### config.mk
export PLATFORM = sky130hd
export DESIGN_NAME = midi_rx_parser
export DESIGN_NICKNAME = d
export VERILOG_FILES = /design/src/rtl/midi_rx_parser.sv
export SDC_FILE = /design/constraint.sdc
export NUM_CORES = 1
export LEC_CHECK = 0
export ABC_AREA = 0
export CAP_MARGIN = 20
export CORE_MARGIN = 4
export CORE_UTILIZATION = 35
export DETAILED_ROUTE_END_ITERATION = 8
export SLEW_MARGIN = 20
export SYNTH_ARGS = -nofsm -noshare
export SYNTH_HDL_FRONTEND = slang
export SYNTH_SLANG_ARGS = --single-unit
### constraint.sdc
create_clock -name clk -period 3.55 [get_ports clk]
set_clock_uncertainty 0.2 [all_clocks]
set_input_delay 1.065 -clock clk [delete_from_list [all_inputs] [get_ports clk]]
set_output_delay 1.065 -clock clk [all_outputs]
set_load 0.03 [all_outputs]
### src/rtl/midi_rx_parser.sv
// MIDI receiver: synchronizes the serial line, deframes 8N1 bytes and
// assembles channel voice messages (with running status) for the host.
module midi_rx_parser #(
  parameter int BAUD_DIV    = 3200,
  parameter int SYNC_STAGES = 2
) (
  input  logic       clk,
  input  logic       rst,
  input  logic       rx,
  output logic       msg_valid,
  output logic [7:0] status,
  output logic [7:0] data1,
  output logic [7:0] data2,
  output logic [1:0] bytes_cnt,
  output logic       frame_err,
  output logic       busy
);

  localparam int CNT_W = $clog2(BAUD_DIV);
  localparam logic [CNT_W-1:0] CNT_LAST = CNT_W'(BAUD_DIV - 1);
  localparam logic [CNT_W-1:0] CNT_HALF = CNT_W'(BAUD_DIV / 2 - 1);

  typedef enum logic [1:0] {
    S_IDLE  = 2'd0,
    S_START = 2'd1,
    S_DATA  = 2'd2,
    S_STOP  = 2'd3
  } state_t;

  // Synchronizer and edge-qualification state
  logic [SYNC_STAGES-1:0] sync_q, sync_d;
  logic [SYNC_STAGES-1:0] fill_q, fill_d;
  logic                   prev_hi_q, prev_hi_d;
  logic                   rx_s;

  // Byte receiver state
  state_t           state_q, state_d;
  logic [CNT_W-1:0] cnt_q, cnt_d;
  logic [2:0]       bit_q, bit_d;
  logic [7:0]       shift_q, shift_d;
  logic             ferr_wait_q, ferr_wait_d;
  logic             frame_err_q, frame_err_d;
  logic             byte_vld;

  // Message parser state
  logic [7:0] rs_q, rs_d;
  logic [1:0] idx_q, idx_d;
  logic [7:0] d1p_q, d1p_d;
  logic [7:0] status_q, status_d;
  logic [7:0] data1_q, data1_d;
  logic [7:0] data2_q, data2_d;
  logic [1:0] bytes_cnt_q, bytes_cnt_d;
  logic       msg_valid_q, msg_valid_d;
  logic       two_data;

  assign rx_s = sync_q[SYNC_STAGES-1];

  // Shift rx through the synchronizer; fill_q marks when the chain holds real
  // line samples rather than reset values, so a line held low through reset
  // is never mistaken for a start bit.
  always_comb begin
    sync_d    = {sync_q[SYNC_STAGES-2:0], rx};
    fill_d    = {fill_q[SYNC_STAGES-2:0], 1'b1};
    prev_hi_d = fill_q[SYNC_STAGES-1] & rx_s;
  end

  // Byte FSM: start detection, mid-bit sampling, stop-bit check
  always_comb begin
    state_d     = state_q;
    cnt_d       = cnt_q + 1'b1;
    bit_d       = bit_q;
    shift_d     = shift_q;
    ferr_wait_d = ferr_wait_q;
    frame_err_d = 1'b0;
    byte_vld    = 1'b0;
    unique case (state_q)
      S_IDLE: begin
        cnt_d = '0;
        if (prev_hi_q && !rx_s) state_d = S_START;
      end
      S_START: begin
        if (cnt_q == CNT_HALF) begin
          cnt_d = '0;
          bit_d = 3'd0;
          state_d = rx_s ? S_IDLE : S_DATA;
        end
      end
      S_DATA: begin
        if (cnt_q == CNT_LAST) begin
          cnt_d   = '0;
          shift_d = {rx_s, shift_q[7:1]};
          bit_d   = bit_q + 3'd1;
          if (bit_q == 3'd7) state_d = S_STOP;
        end
      end
      S_STOP: begin
        if (ferr_wait_q) begin
          // Broken frame: hold here until the line returns to idle
          cnt_d = '0;
          if (rx_s) begin
            ferr_wait_d = 1'b0;
            state_d     = S_IDLE;
          end
        end else if (cnt_q == CNT_LAST) begin
          cnt_d = '0;
          if (rx_s) begin
            byte_vld = 1'b1;
            state_d  = S_IDLE;
          end else begin
            frame_err_d = 1'b1;
            ferr_wait_d = 1'b1;
          end
        end
      end
      default: state_d = S_IDLE;
    endcase
  end

  // Parser: running status, data collection and message completion
  always_comb begin
    rs_d        = rs_q;
    idx_d       = idx_q;
    d1p_d       = d1p_q;
    status_d    = status_q;
    data1_d     = data1_q;
    data2_d     = data2_q;
    bytes_cnt_d = bytes_cnt_q;
    msg_valid_d = 1'b0;
    two_data    = !((rs_q[7:4] == 4'hC) || (rs_q[7:4] == 4'hD));
    if (byte_vld) begin
      if (shift_q[7]) begin
        if (shift_q >= 8'hF8) begin
          // Real-time byte: transparent to the message in progress
        end else if (shift_q >= 8'hF0) begin
          rs_d  = 8'h00;
          idx_d = 2'd0;
        end else begin
          rs_d  = shift_q;
          idx_d = 2'd0;
        end
      end else if (rs_q != 8'h00) begin
        if (idx_q == 2'd0 && !two_data) begin
          status_d    = rs_q;
          data1_d     = shift_q;
          data2_d     = 8'h00;
          bytes_cnt_d = 2'd2;
          msg_valid_d = 1'b1;
        end else if (idx_q == 2'd0) begin
          d1p_d = shift_q;
          idx_d = 2'd1;
        end else begin
          status_d    = rs_q;
          data1_d     = d1p_q;
          data2_d     = shift_q;
          bytes_cnt_d = 2'd3;
          msg_valid_d = 1'b1;
          idx_d       = 2'd0;
        end
      end
    end
  end

  // State registers with asynchronous reset
  always_ff @(posedge clk or posedge rst) begin
    if (rst) begin
      sync_q      <= '1;
      fill_q      <= '0;
      prev_hi_q   <= 1'b0;
      state_q     <= S_IDLE;
      cnt_q       <= '0;
      bit_q       <= 3'd0;
      shift_q     <= 8'h00;
      ferr_wait_q <= 1'b0;
      frame_err_q <= 1'b0;
      rs_q        <= 8'h00;
      idx_q       <= 2'd0;
      d1p_q       <= 8'h00;
      status_q    <= 8'h00;
      data1_q     <= 8'h00;
      data2_q     <= 8'h00;
      bytes_cnt_q <= 2'd0;
      msg_valid_q <= 1'b0;
    end else begin
      sync_q      <= sync_d;
      fill_q      <= fill_d;
      prev_hi_q   <= prev_hi_d;
      state_q     <= state_d;
      cnt_q       <= cnt_d;
      bit_q       <= bit_d;
      shift_q     <= shift_d;
      ferr_wait_q <= ferr_wait_d;
      frame_err_q <= frame_err_d;
      rs_q        <= rs_d;
      idx_q       <= idx_d;
      d1p_q       <= d1p_d;
      status_q    <= status_d;
      data1_q     <= data1_d;
      data2_q     <= data2_d;
      bytes_cnt_q <= bytes_cnt_d;
      msg_valid_q <= msg_valid_d;
    end
  end

  assign msg_valid = msg_valid_q;
  assign status    = status_q;
  assign data1     = data1_q;
  assign data2     = data2_q;
  assign bytes_cnt = bytes_cnt_q;
  assign frame_err = frame_err_q;
  assign busy      = (state_q != S_IDLE);

endmodule

# After elaboration in Yosys (flattened, before gate mapping)
# Index checks and enable logic that the tools add are counted.
[classes]
add_sub_neg = 2
n_lt_le_gt_ge = 2
bitwise_logic = 4
n_mux = 44
eq_ne = 16
n_reduce_logical = 17
[op_table]
columns = ["op", "n"]
rows = [
  ["two-way mux 8 bit", 7],
  ["one-hot mux 12 bit (4 select lines)", 1],
  ["two-way mux 12 bit", 3],
  ["two-way mux 2 bit", 14],
  [">= comparator 8 bit (second input constant)", 2],
  ["two-way mux 1 bit", 15],
  ["adder 12 x 1 -> 12 bit (second input constant)", 1],
  ["equality test 12 x 11 -> 1 bit (second input constant)", 1],
  ["equality test 12 bit (second input constant)", 1],
  ["!= test 2 bit (second input constant)", 6],
  ["AND reduction 5 bit", 2],
  ["equality test 4 bit (second input constant)", 2],
  ["one-hot mux 2 bit (4 select lines)", 1],
  ["AND reduction 4 bit", 2],
  ["nonzero test 8 bit", 1],
  ["two-way mux 3 bit", 2],
  ["one-hot mux 3 bit (2 select lines)", 1],
  ["AND reduction 3 bit", 2],
  ["nonzero test 2 bit", 3],
  ["equality test 2 bit (second input constant)", 2],
  ["zero test 2 bit", 2],
  ["adder 3 x 1 -> 3 bit (second input constant)", 1],
  ["equality test 3 bit (second input constant)", 1],
  ["!= test 3 bit (second input constant)", 1],
  ["other kinds (8)", 11],
]
[totals]
input_bits = 3
reg_bits = 76
wordCells = 102
output_inout_bits = 29

# Logic depth before layout (Yosys ltp)
# Gate-level depths: netlist of run 1.
[logic_depth]
word_depth = 7
depth_mapped = 7
mapped_depth_nobuf = 5

# Least setup slack after synthesis of run 1
# Ideal clock, no wire load.
[synth_timing]
path_type = "register to register"
from = "register cnt_q[7]"
to = "register data1_q[0], in the netlist data1[0]"
n_path_buf = 2
required_time_ns = 3.225
period_less_slack_ns = 2.586
slack_ns = 0.964
setup_ns = 0.125
t_arrival_ns = 2.261
path_stages_with_launch = 7
cell_sequence = "dfrtp_1 or3b_4 or4_1 buf_6 nor3_4 buf_8 mux2_2"
[synth_between]
elab_chain_len = 5
[synth_lines]
columns = ["item", "line", "source"]
rows = [
  ["start, declared", "38", "logic [CNT_W-1:0] cnt_q, cnt_d;"],
  ["start signal, assigned", "188", "cnt_q <= cnt_d;"],
  ["equality test 12 bit", "104", "end else if (cnt_q == CNT_LAST) begin"],
  ["two-way mux 1 bit", "104", ""],
  ["two-way mux 1 bit", "97", "if (ferr_wait_q) begin"],
  ["two-way mux 1 bit", "76", "unique case (state_q)"],
  ["AND reduction 4 bit (no source line)", "n/a", ""],
  ["end signal, assigned", "197", "data1_q <= data1_d;"],
  ["end, declared", "50", "logic [7:0] data1_q, data1_d;"],
]
# Every way passes these cells.
# A chain may end at the register's enable or synchronous reset.

# Worst setup path in the final report of run 1
[layout_timing]
from = "register state_q[0]"
to = "output port busy"
[layout_between]
elab_chain_len = 1
[layout_lines]
columns = ["item", "line", "source"]
rows = [
  ["start, declared", "37", "state_t state_q, state_d;"],
  ["start signal, assigned", "187", "state_q <= state_d;"],
  ["nonzero test 2 bit", "210", "assign busy = (state_q != S_IDLE);"],
  ["end, declared", "16", "output logic busy"],
]
# Every way passes these cells.

==> qor.yml, run 1 <==
status: "finished, final reports clean"
min_from: "fill_q[0]"
crit_required_ns: 2.28
r2r_start: "cnt_q[0]"
relSlewSlack_pct: 39.2
dpl_cell_area_mm2: 0.00368
finalHoldViolCount: 0
dpl.hpwl_mm: 4.41
yosysWarnings: 0
rsz0062_at_grt: "no"
cts_setup_buffers: 0
fin_area_mm2: 0.00392
path_class: "flip-flop to output port"
routabilityCongestion: 0.829
crit_arrival_ns: 1.83
grt_pass1_vias: 2268
synth_ff_type: "dfrtp_1"
core-area_mm2: 0.00920
wirelength_mm: 6.29
area_growth_syn_to_layout_pct: 18.7
power_frac_seq_pct: 50.0
cts_tree: "yes"
fin_tns_setup_ns: 0
synth_area_per_cell_um2: 11.9
fin_nets: 319
p_leak_nw: 1.74
synthesis.area_mm2: 0.00330
die_w_um: 105
fmax_ghz: 0.323
dp_cells: 413
final_cells: 429
cts_resized: 0
htreeDepth: 3
viasPerCell: 5.19
hold-worst-slack_ns: 0.151
synth_top_area_cell: "dfrtp_1"
post-route-min-period_ns: 3.10
cts_buffers: 9
synth_area_leaders: "dfrtp_1 54%, mux2_2 13%, nand4_1 2.3%"
post-layout-total-power_w: 0.00176
endpoint_kind: "output port"
clk_latency_ns: 0.35
antenna_cells: 0
critPathMaxStageDelay_ns: 0.60
layout_commonest_cell: "dfrtp_1"
final_cell_mix: "71 x dfrtp_1, 38 x mux2_2, 29 x clkdlybuf4s50_1, 16 x nand2_1, 15 x nor2_1"
cap_violations: 0
dieArea_mm2: 0.0110
track_usage_pct: 12.5
drive_gt1_share_pct: 21.7
synth_seq_cells: 73
overflow: 0
seq_area_frac_synth_pct: 55.4
p_per_area_mw_per_mm2: 449
start_util_pct: 35.9
crit_chain: "or2_2 -> clkdlybuf4s50_1"
fp.dieH_um: 105
irDropWorstVdd_uv: 188
p_int_w: 0.00136
grt_max_degree: 48
clock-sinks: 73
period_share_pct: 87.2
grt_antenna_before_repair: 0
route.detailed.drc: 0
row_count: 35
hold_buffers: 0
async_flop_share_pct: 100
drtIter0Drc: 127
critPathLaunchType: "flip-flop"
io_pins: 32
p_sw_w: 0.000402
cp_slowest_cell: "clkdlybuf4s50_1"
dr.pass1.iters: 4
synth_top_area_share_pct: 53.8
startpoint: "state_q[0]"
p_sw_share_pct: 22.8
via_count: 2226
setup_viol: 0
hold_class: "flip-flop to flip-flop"
crit_fanout: 16
clockBufferDepth: 2
path_clk_slew_ns: 0.07
ant_nets: 0
synth.distinct_cells: 47
wl_per_cell_um: 14.7
synth-edff-count: 0
clock-root-buffer: "clkbuf_8"
fill_cells: 858
syn_inst: 278
grt_pass1_wl_mm: 11.1
drv_slew: 0
pwr-share-clk_pct: 44.0
io_buffer_count: 29
combPwrFrac_pct: 6.0
worst_slew_pin_slew_ns: 0.905
state kept, by name, summed over array words and instances, names as in the netlist, 2 cells and up, named ones only:
name       cells
data2          7
rs_q           8
bytes_cnt      2
bit_q          3
sync_q         2
fill_q         2
status         8
d1p_q          7
shift_q        8
data1          7
cnt_q         12
power by group through the flow:
stage / sequential [W] / clock (W) / combinational [W]
finish: 0.000881 / 0.000775 / 0.000105
global route: 0.000887 / 0.000834 / 0.000121
CTS: 0.000880 / 0.000795 / 0.000109
detailed placement: 0.000897 / 0 / 0.000108
global placement: 0.000895 / 0 / 0.000108
floorplan: 0.000881 / 0 / 0.0000858
kinds of logic after synthesis:
kind of cell / count (synthesis) / synth area share [%]
AND/OR/NAND/NOR: 89 / 15.1
AO/OA/AOI/OAI: 35 / 7.13
flip-flops: 73 / 55.4
other: 2 / 0.228
multiplexers: 39 / 13.3
XOR/XNOR: 10 / 2.65
adder cells (fa/ha/maj): 3 / 1.14
buffers and inverters: 27 / 5.04
cell type report:
class | instances | area, µm² | share of cell area (%)
clock buffers | 11 | 131 | 3.35
clock inverters | 5 | 106 | 2.71
inverters | 15 | 56.3 | 1.44
multi-input cells | 179 | 1310 | 33.4
flip-flops and latches | 73 | 1830 | 46.7
well taps | 111 | 139 | 3.54
repair buffers | 35 | 348 | 8.88
metal layers:
metal,track usage [%],vias up,wire length [µm]
li1,-,1063,-
met1,17.2,1108,3060
met3,3.27,9,283
met4,5.44,0,97
met2,18.5,46,2850
met5,0,-,0
through the flow:
step           util [%]  setup WS (ns)
3_3_place_gp       40.0          0.579
6_report           42.6          0.453
5_1_grt            42.6          0.269
4_1_cts            42.6          0.425
3_5_place_dp       40.0          0.470
2_1_floorplan         -          0.435
synthesized netlist by cell type, drive strengths merged (2+ instances only):
master / number
nand2b: 4
dfrtp: 71
nand3: 11
a21oi: 3
o221ai: 3
o21ai: 10
xor2: 4
buf: 6
mux2: 38
conb: 2
nor3: 11
nor4: 7
or4: 2
or2: 2
nand4b: 2
nand4: 12
dfstp: 2
a31oi: 5
nor2: 16
inv: 15
nand2: 16
o311ai: 2
a21o: 7
xnor2: 6
ha: 3
clkbuf: 5
worst paths after layout:
path,endpoint,slack (ns),cells past startpoint
max in group asynchronous,sync_q[0],1.93,3
worst max register to register,data1[4],0.50,6
worst max-delay path,busy,0.45,2
worst min-delay path,fill_q[1],0.15,0
min in group asynchronous,bytes_cnt[1],0.71,2
worst min register to register,fill_q[1],0.15,0
critical path, delay by kind of cell, from the launching register on:
kind | cells | cell delay, ns
buf+inv | 1 | 0.60
flops | 1 | 0.53
simple gates | 1 | 0.36
No activity file was read; power rests on OpenSTA's default activity.
==> run 2: changes to the inputs <==
--- a/config.mk
+++ b/config.mk
@@ -9,6 +9,7 @@
 export CAP_MARGIN = 20
 export CORE_MARGIN = 4
 export CORE_UTILIZATION = 35
+export CTS_BUF_LIST = sky130_fd_sc_hd__clkbuf_4
 export DETAILED_ROUTE_END_ITERATION = 8
 export SLEW_MARGIN = 20
 export SYNTH_ARGS = -nofsm -noshare
==> run 2 against run 1 <==
Compared with the run above:
- cell count stayed put
- sequential power hardly changed
- largest cell class unchanged
- register-to-register slack hardly changed
- worst setup slack worse by 0.094 ns
- via count is 0.31% lower
- wire length hardly changed
- highest routed layer unchanged
- hold slack better by 0.0094 ns
- cell area is 1.2% lower
==> qor.yml, run 2 (synthesis results as in run 1) <==
status: "finished, final reports clean"
pwr-share-clk_pct: 40.3  # -3.7 points
cts_resized: 0  # unchanged
regToRegSetupSlack_ns: 0.50  # about the same
drive_gt1_share_pct: 22.3  # +0.63 points
start_util_pct: 35.9  # unchanged
ant_nets: 0  # unchanged
finalHoldViolCount: 0  # unchanged
row_count: 35  # unchanged
hold_path_end: "fill_q[1]"
crit_chain: "or2_2 -> clkdlybuf4s50_1"
irDropWorstVdd_uv: 166  # -11%
dpl.hpwl_mm: 4.41  # unchanged
area_growth_syn_to_layout_pct: 17.2
cts_buffers: 9  # unchanged
topRoutingLayerUsed: "met4"
relSlewSlack_pct: 40.0  # +0.79 points
post-route-min-period_ns: 3.19  # +0.0941 ns
combPwrFrac_pct: 6.4  # +0.4 points
hold_class: "flip-flop to flip-flop"
antenna_cells: 0  # unchanged
route.detailed.drc: 0  # unchanged
path_clk_slew_ns: 0.11  # +0.04 ns
wl_per_cell_um: 14.7  # about the same
endpoint_kind: "output port"
regMostFlops: "cnt_q"
cts_setup_buffers: 0  # unchanged
wirelength_mm: 6.29  # about the same
fin_nets: 319  # unchanged
fp.dieH_um: 105  # unchanged
path_buf_inv: 1  # unchanged
p_sw_share_pct: 23.6  # +0.74 points
post-layout-total-power_w: 0.00165  # -6.1%
min_from: "fill_q[0]"
drtIter0Drc: 107  # -16%
grt_pass1_vias: 2268  # unchanged
clockBufferDepth: 2  # unchanged
hold_buffers: 0  # unchanged
drv_slew: 0  # unchanged
wl_met2_mm: 2.82  # -1.2%
rsz0062_at_grt: "no"
seqCellArea_mm2: 0.00183  # unchanged
dr.pass1.iters: 4  # unchanged
final_cell_mix: "71 x dfrtp_1, 38 x mux2_2, 29 x clkdlybuf4s50_1, 16 x nand2_1, 15 x nor2_1"
cts_tree: "yes"
crit_fanout: 16  # unchanged
largest_register_ffs: 12  # unchanged
period_share_pct: 89.9  # +2.7 points
fill_cells: 869  # +1.3%
clock-sinks: 73  # unchanged
grt_antenna_before_repair: 0  # unchanged
worst_slew_pin_slew_ns: 0.893  # -0.0118 ns
cp_slowest_cell: "clkdlybuf4s50_1"
htreeDepth: 3  # unchanged
viasPerCell: 5.17  # -0.31%
layout_commonest_cell: "dfrtp_1"
fin_tns_setup_ns: 0  # unchanged
path_class: "flip-flop to output port"
via_count: 2219  # -0.31%
io_buffer_count: 29  # unchanged
grt_max_degree: 48  # unchanged
routabilityCongestion: 0.829  # unchanged
critPathMaxStageDelay_ns: 0.60  # about the same
reg2reg_to: "data1[4]"
cap_violations: 0  # unchanged
critPathLaunchType: "flip-flop"
clock-root-buffer: "clkbuf_4"
p_per_area_mw_per_mm2: 427  # -4.9%
r2r_start: "cnt_q[0]"
p_int_w: 0.00126  # -7.0%
die_w_um: 105  # unchanged
multi_input_area_mm2: 0.00131  # unchanged
track_usage_pct: 12.3  # -0.14 points
core-area_mm2: 0.00920  # unchanged
cpLargestDelayFamily: "buffers and inverters"
wl_met1_mm: 3.10  # +1.3%
crit_required_ns: 2.28  # about the same
p_leak_nw: 1.73  # -0.94%
crit_arrival_ns: 1.93  # +0.10 ns
setup_viol: 0  # unchanged
dieArea_mm2: 0.0110  # unchanged
clk_latency_ns: 0.42  # +0.07 ns
io_pins: 32  # unchanged
power_frac_seq_pct: 53.3  # +3.3 points
worstHoldPathCells: 0  # unchanged
hold-worst-slack_ns: 0.160  # +0.00935 ns
fmax_ghz: 0.313  # -2.9%
ff2ff_path_depth: 6  # unchanged
dr_wl_met3_um: 265  # -6.4%
overflow: 0  # unchanged
grt_pass1_wl_mm: 11.1  # -0.38%
p_sw_w: 0.000390  # -3.0%
## run 2: cell counts in the layout (fill, tap and decap cells not counted)
Identical to the previous run, type by type.
## run 2: how the worst max path moves through the flow
stage	startpoint	to	slack, ns	cells after the start
3_3_place_gp	cnt_q[0]	data1[1]	0.58	6
6_report	state_q[0]	busy	0.36	2
2_1_floorplan	rst	async pin	0.44	1
3_5_place_dp	cnt_q[0]	status[5]	0.47	6
5_1_grt	cnt_q[0]	status[4]	0.27	6
4_1_cts	state_q[0]	busy	0.33	2
## run 2: power groups by stage
| stage | logic, W | registers (W) | clock network [W] |
|---|---|---|---|
| final | 0.000106 | 0.000882 | 0.000666 |
| after detailed placement | 0.000108 | 0.000897 | 0 |
| after floorplan | 0.0000858 | 0.000881 | 0 |
| after global routing | 0.000121 | 0.000887 | 0.000718 |
| after global placement | 0.000108 | 0.000895 | 0 |
| after CTS | 0.000109 | 0.000881 | 0.000683 |
## run 2: stage by stage
| step | instance area [µm²] | std cells | worst slack (ns) | utilization [%] |
|---|---|---|---|---|
| detailed placement | 3680 | 413 | 0.470 | 40.0 |
| floorplan | 3300 | 279 | 0.435 | - |
| CTS | 3870 | 429 | 0.332 | 42.1 |
| finish | 3870 | 429 | 0.359 | 42.1 |
| global placement | 3680 | 413 | 0.579 | 40.0 |
| global route | 3870 | 429 | 0.267 | 42.1 |
## run 2: routing by layer
metal	vias to the layer above	GRT usage, %
met2	42	18.2
met5	-	0
met1	1092	17.3
met3	12	2.53
li1	1073	-
met4	0	5.90
## run 2: cell type report
type	count	area share, %
Timing Repair Buffer	35	8.99
Multi-Input combinational cell	179	33.8
Inverter	15	1.45
Tap cell	111	3.59
Clock inverter	5	2.75
Clock buffer	11	2.13
Sequential cell	73	47.3
==> edit (flow settings as in run 1) <==
Re-encode `state_t` (4 states) as Gray code, 2 bits wide.
--- a/src/rtl/midi_rx_parser.sv
+++ b/src/rtl/midi_rx_parser.sv
@@ -21,10 +21,10 @@
   localparam logic [CNT_W-1:0] CNT_HALF = CNT_W'(BAUD_DIV / 2 - 1);
 
   typedef enum logic [1:0] {
-    S_IDLE  = 2'd0,
-    S_START = 2'd1,
-    S_DATA  = 2'd2,
-    S_STOP  = 2'd3
+    S_IDLE  = 2'b00,
+    S_START = 2'b01,
+    S_DATA  = 2'b11,
+    S_STOP  = 2'b10
   } state_t;
 
   // Synchronizer and edge-qualification state
Behaviour: no difference found for any inputs over 10 cycles, from zero or initial values and one cycle with rst high; not proved beyond that.
==> edit against run 1 <==
  * Core utilization is 0.91 points higher
  * Design area is 1.2% lower
  * Worst setup slack better by 0.073 ns
  * Sequential cell count stayed put
  * Power is 6.7% lower
  * Wire length is 8.1% lower
  * Synthesized area is 1.7% lower
  * Count of clock-buffer cells in the layout is 1 lower
  * Largest power group unchanged
  * Highest routed layer unchanged
==> edit: results (changes against run 1) <==
- The number of gates given a new drive strength after cts is 0 (unchanged).
- The headroom to the max-slew limit was 51.41% (+12 points).
- The average footprint of a synthesized cell is 12.43 um^2 (+4.7%).
- The power in sequential cells came to 0.855 mW (-3.0%).
- The aggregate global-route resource usage was 11.69% (-0.81 points).
- The post-layout net count is 303 (-5.0%).
- The placer's final routability congestion estimate was 0.8068 (-2.6%).
- The global-route wire length before repair is 10.29 mm (-7.2%).
- The post-layout instance count excluding filler cells is 410 (-4.4%).
- The per-cell routed wire length came to 14.09 um (-3.9%).
- The yosys synthesis warning count came to 0 (unchanged).
- The number of H-tree branching levels is 3 (unchanged).
- The total clock network power is 0.723 mW (-6.7%).
- The buffer count from post-CTS setup fixing was 0 (unchanged).
- The post-CTS clock slew at the launch and capture registers of the worst setup and hold paths is 0.07 ns (about the same).
- The half-perimeter wire length after detailed placement is 3.869 mm (-12%).
- The worst-case clock buffer depth is 2 (unchanged).
- The length of the first detailed-routing pass in iterations was 4 (unchanged).
- The cell-internal power is 1.263 mW (-7.1%).
- The DRC violation total after the first TritonRoute iteration was 81 (-36%).
- The cell area after placement was 3651 um^2 (-0.82%).
- Sorting the synthesized cells by how often they occur yields sky130_fd_sc_hd__dfrtp_1 (71), sky130_fd_sc_hd__mux2_2 (44), sky130_fd_sc_hd__nor2_1 (17), sky130_fd_sc_hd__nand2_1 (15), sky130_fd_sc_hd__inv_1 (13).
- In the post-synthesis netlist, the biggest area contributors are sky130_fd_sc_hd__dfrtp_1 (55%), sky130_fd_sc_hd__mux2_2 (15%), sky130_fd_sc_hd__mux2i_1 (2.5%).
- The type of the tightest min-delay check is register to register.
- The number of placed cells counting well taps is 394 (-4.6%).
- The layout filler cell count was 845 (-1.5%).
- The clock share of power is 44.1% (about the same).
- The maximum fanout encountered on the critical timing path was 8 (-8).
- The number of global-route vias before repair is 2094 (-7.7%).
- The final count of hold timing violations is 0 (unchanged).
- The initial antenna violation count is 0 (unchanged).
- The flip-flop count of the largest register after layout came to 12 (unchanged).
- The count of vias placed by the detailed router came to 2035 (-8.6%).
- The run finished with clean final reports.
- The worst stage delay on the critical path is 0.66 ns (+0.06 ns).
- The number of distinct library cells after synthesis was 41 (-13%).
- The critical path's slowest cell is sky130_fd_sc_hd__clkdlybuf4s50_1.
- The post-placement worst setup slack is 0.8902 ns (+0.4207 ns).
- The sequential cell area fraction in the yosys report came to 56.38% (+0.96 points).
- The register with the most flip-flops in the final layout is cnt_q.
- The count of inserted antenna diode cells is 0 (unchanged).
- The total clock buffers created by CTS is 9 (unchanged).
- The maximum vdd ir drop was 0.2153 mV (+15%).
- The cell sitting at the root of the clock tree is a sky130_fd_sc_hd__clkbuf_8.
- The share of async-settable or async-resettable flops after synthesis is 100.0% (unchanged).
- The arrival time reported for the critical path endpoint is 1.76 ns (-0.07 ns).
- The share of cells above drive strength 1 was 22.85% (+1.1 points).
- The number of I/O port buffers was 29 (unchanged).
- The largest net degree at the start of global routing is 74 (+54%).
- The clock latency reported for the late side of the worst-skew pair is 0.35 ns (about the same).
- The leakage power total is 1.791 nW (+2.7%).
-- edit: changes by cell type after synthesis, sizes merged, moves of 3 or more --
cell,run 1,this run
a31oi,5,1
nor3,11,7
buf,6,9
nand2b,4,1
nand3,11,3
clkbuf,5,0
o21ai,10,4
mux2i,1,8
nor2b,1,8
mux2,38,45
a21o,7,1
-- edit: worst max-delay path: cells and delay by family, from the launching register on --
family | cells | cell delay (ns)
buffers and inverters | 2 | 0.83
DFF | 1 | 0.50
and+or+nand+nor | 1 | 0.09
-- edit: layout make-up --
cell class / instances / area, um^2 / share of cell area, %
Timing Repair Buffer: 33 / 332.8 / 8.600
Sequential cell: 73 / 1829 / 47.27
Clock inverter: 6 / 91.34 / 2.360
Tap cell: 108 / 135.1 / 3.492
Clock buffer: 10 / 127.6 / 3.298
Multi-Input combinational cell: 167 / 1305 / 33.72
Inverter: 13 / 48.80 / 1.261
-- edit: path summary, 6_finish.rpt --
path,startpoint,to,slack (ns),cells after the start
setup / recovery,state_q[0],busy,0.53,3
hold / removal,fill_q[0],fill_q[1],0.15,0
setup reg to reg,cnt_q[0],state_q[0],0.92,5
hold reg to reg,fill_q[0],fill_q[1],0.15,0
max in group asynchronous,rst,sync_q[1],1.91,3
min in group asynchronous,rst,data1[3],0.91,3
-- edit: cells by family (layout without fill, tap and decap cells) --
family	Yosys count	in the layout	share of synthesized area, %
and+or+nand+nor	80	80	13.73
buffers and inverters	22	62	3.509
muxes	53	53	18.09
adders and majority gates	3	3	1.157
AOI/OAI and AO/OA	18	18	4.204
DFF	73	73	56.38
xor gates and xnor gates	10	10	2.700
other	2	3	0.2315
-- edit: per-layer routing --
layer | share of wire, % | global-route usage (%)
met1 | 50 | 16.29
met4 | 2.1 | 5.413
met3 | 3.3 | 2.731
met2 | 45 | 17.16
met5 | 0 | 0
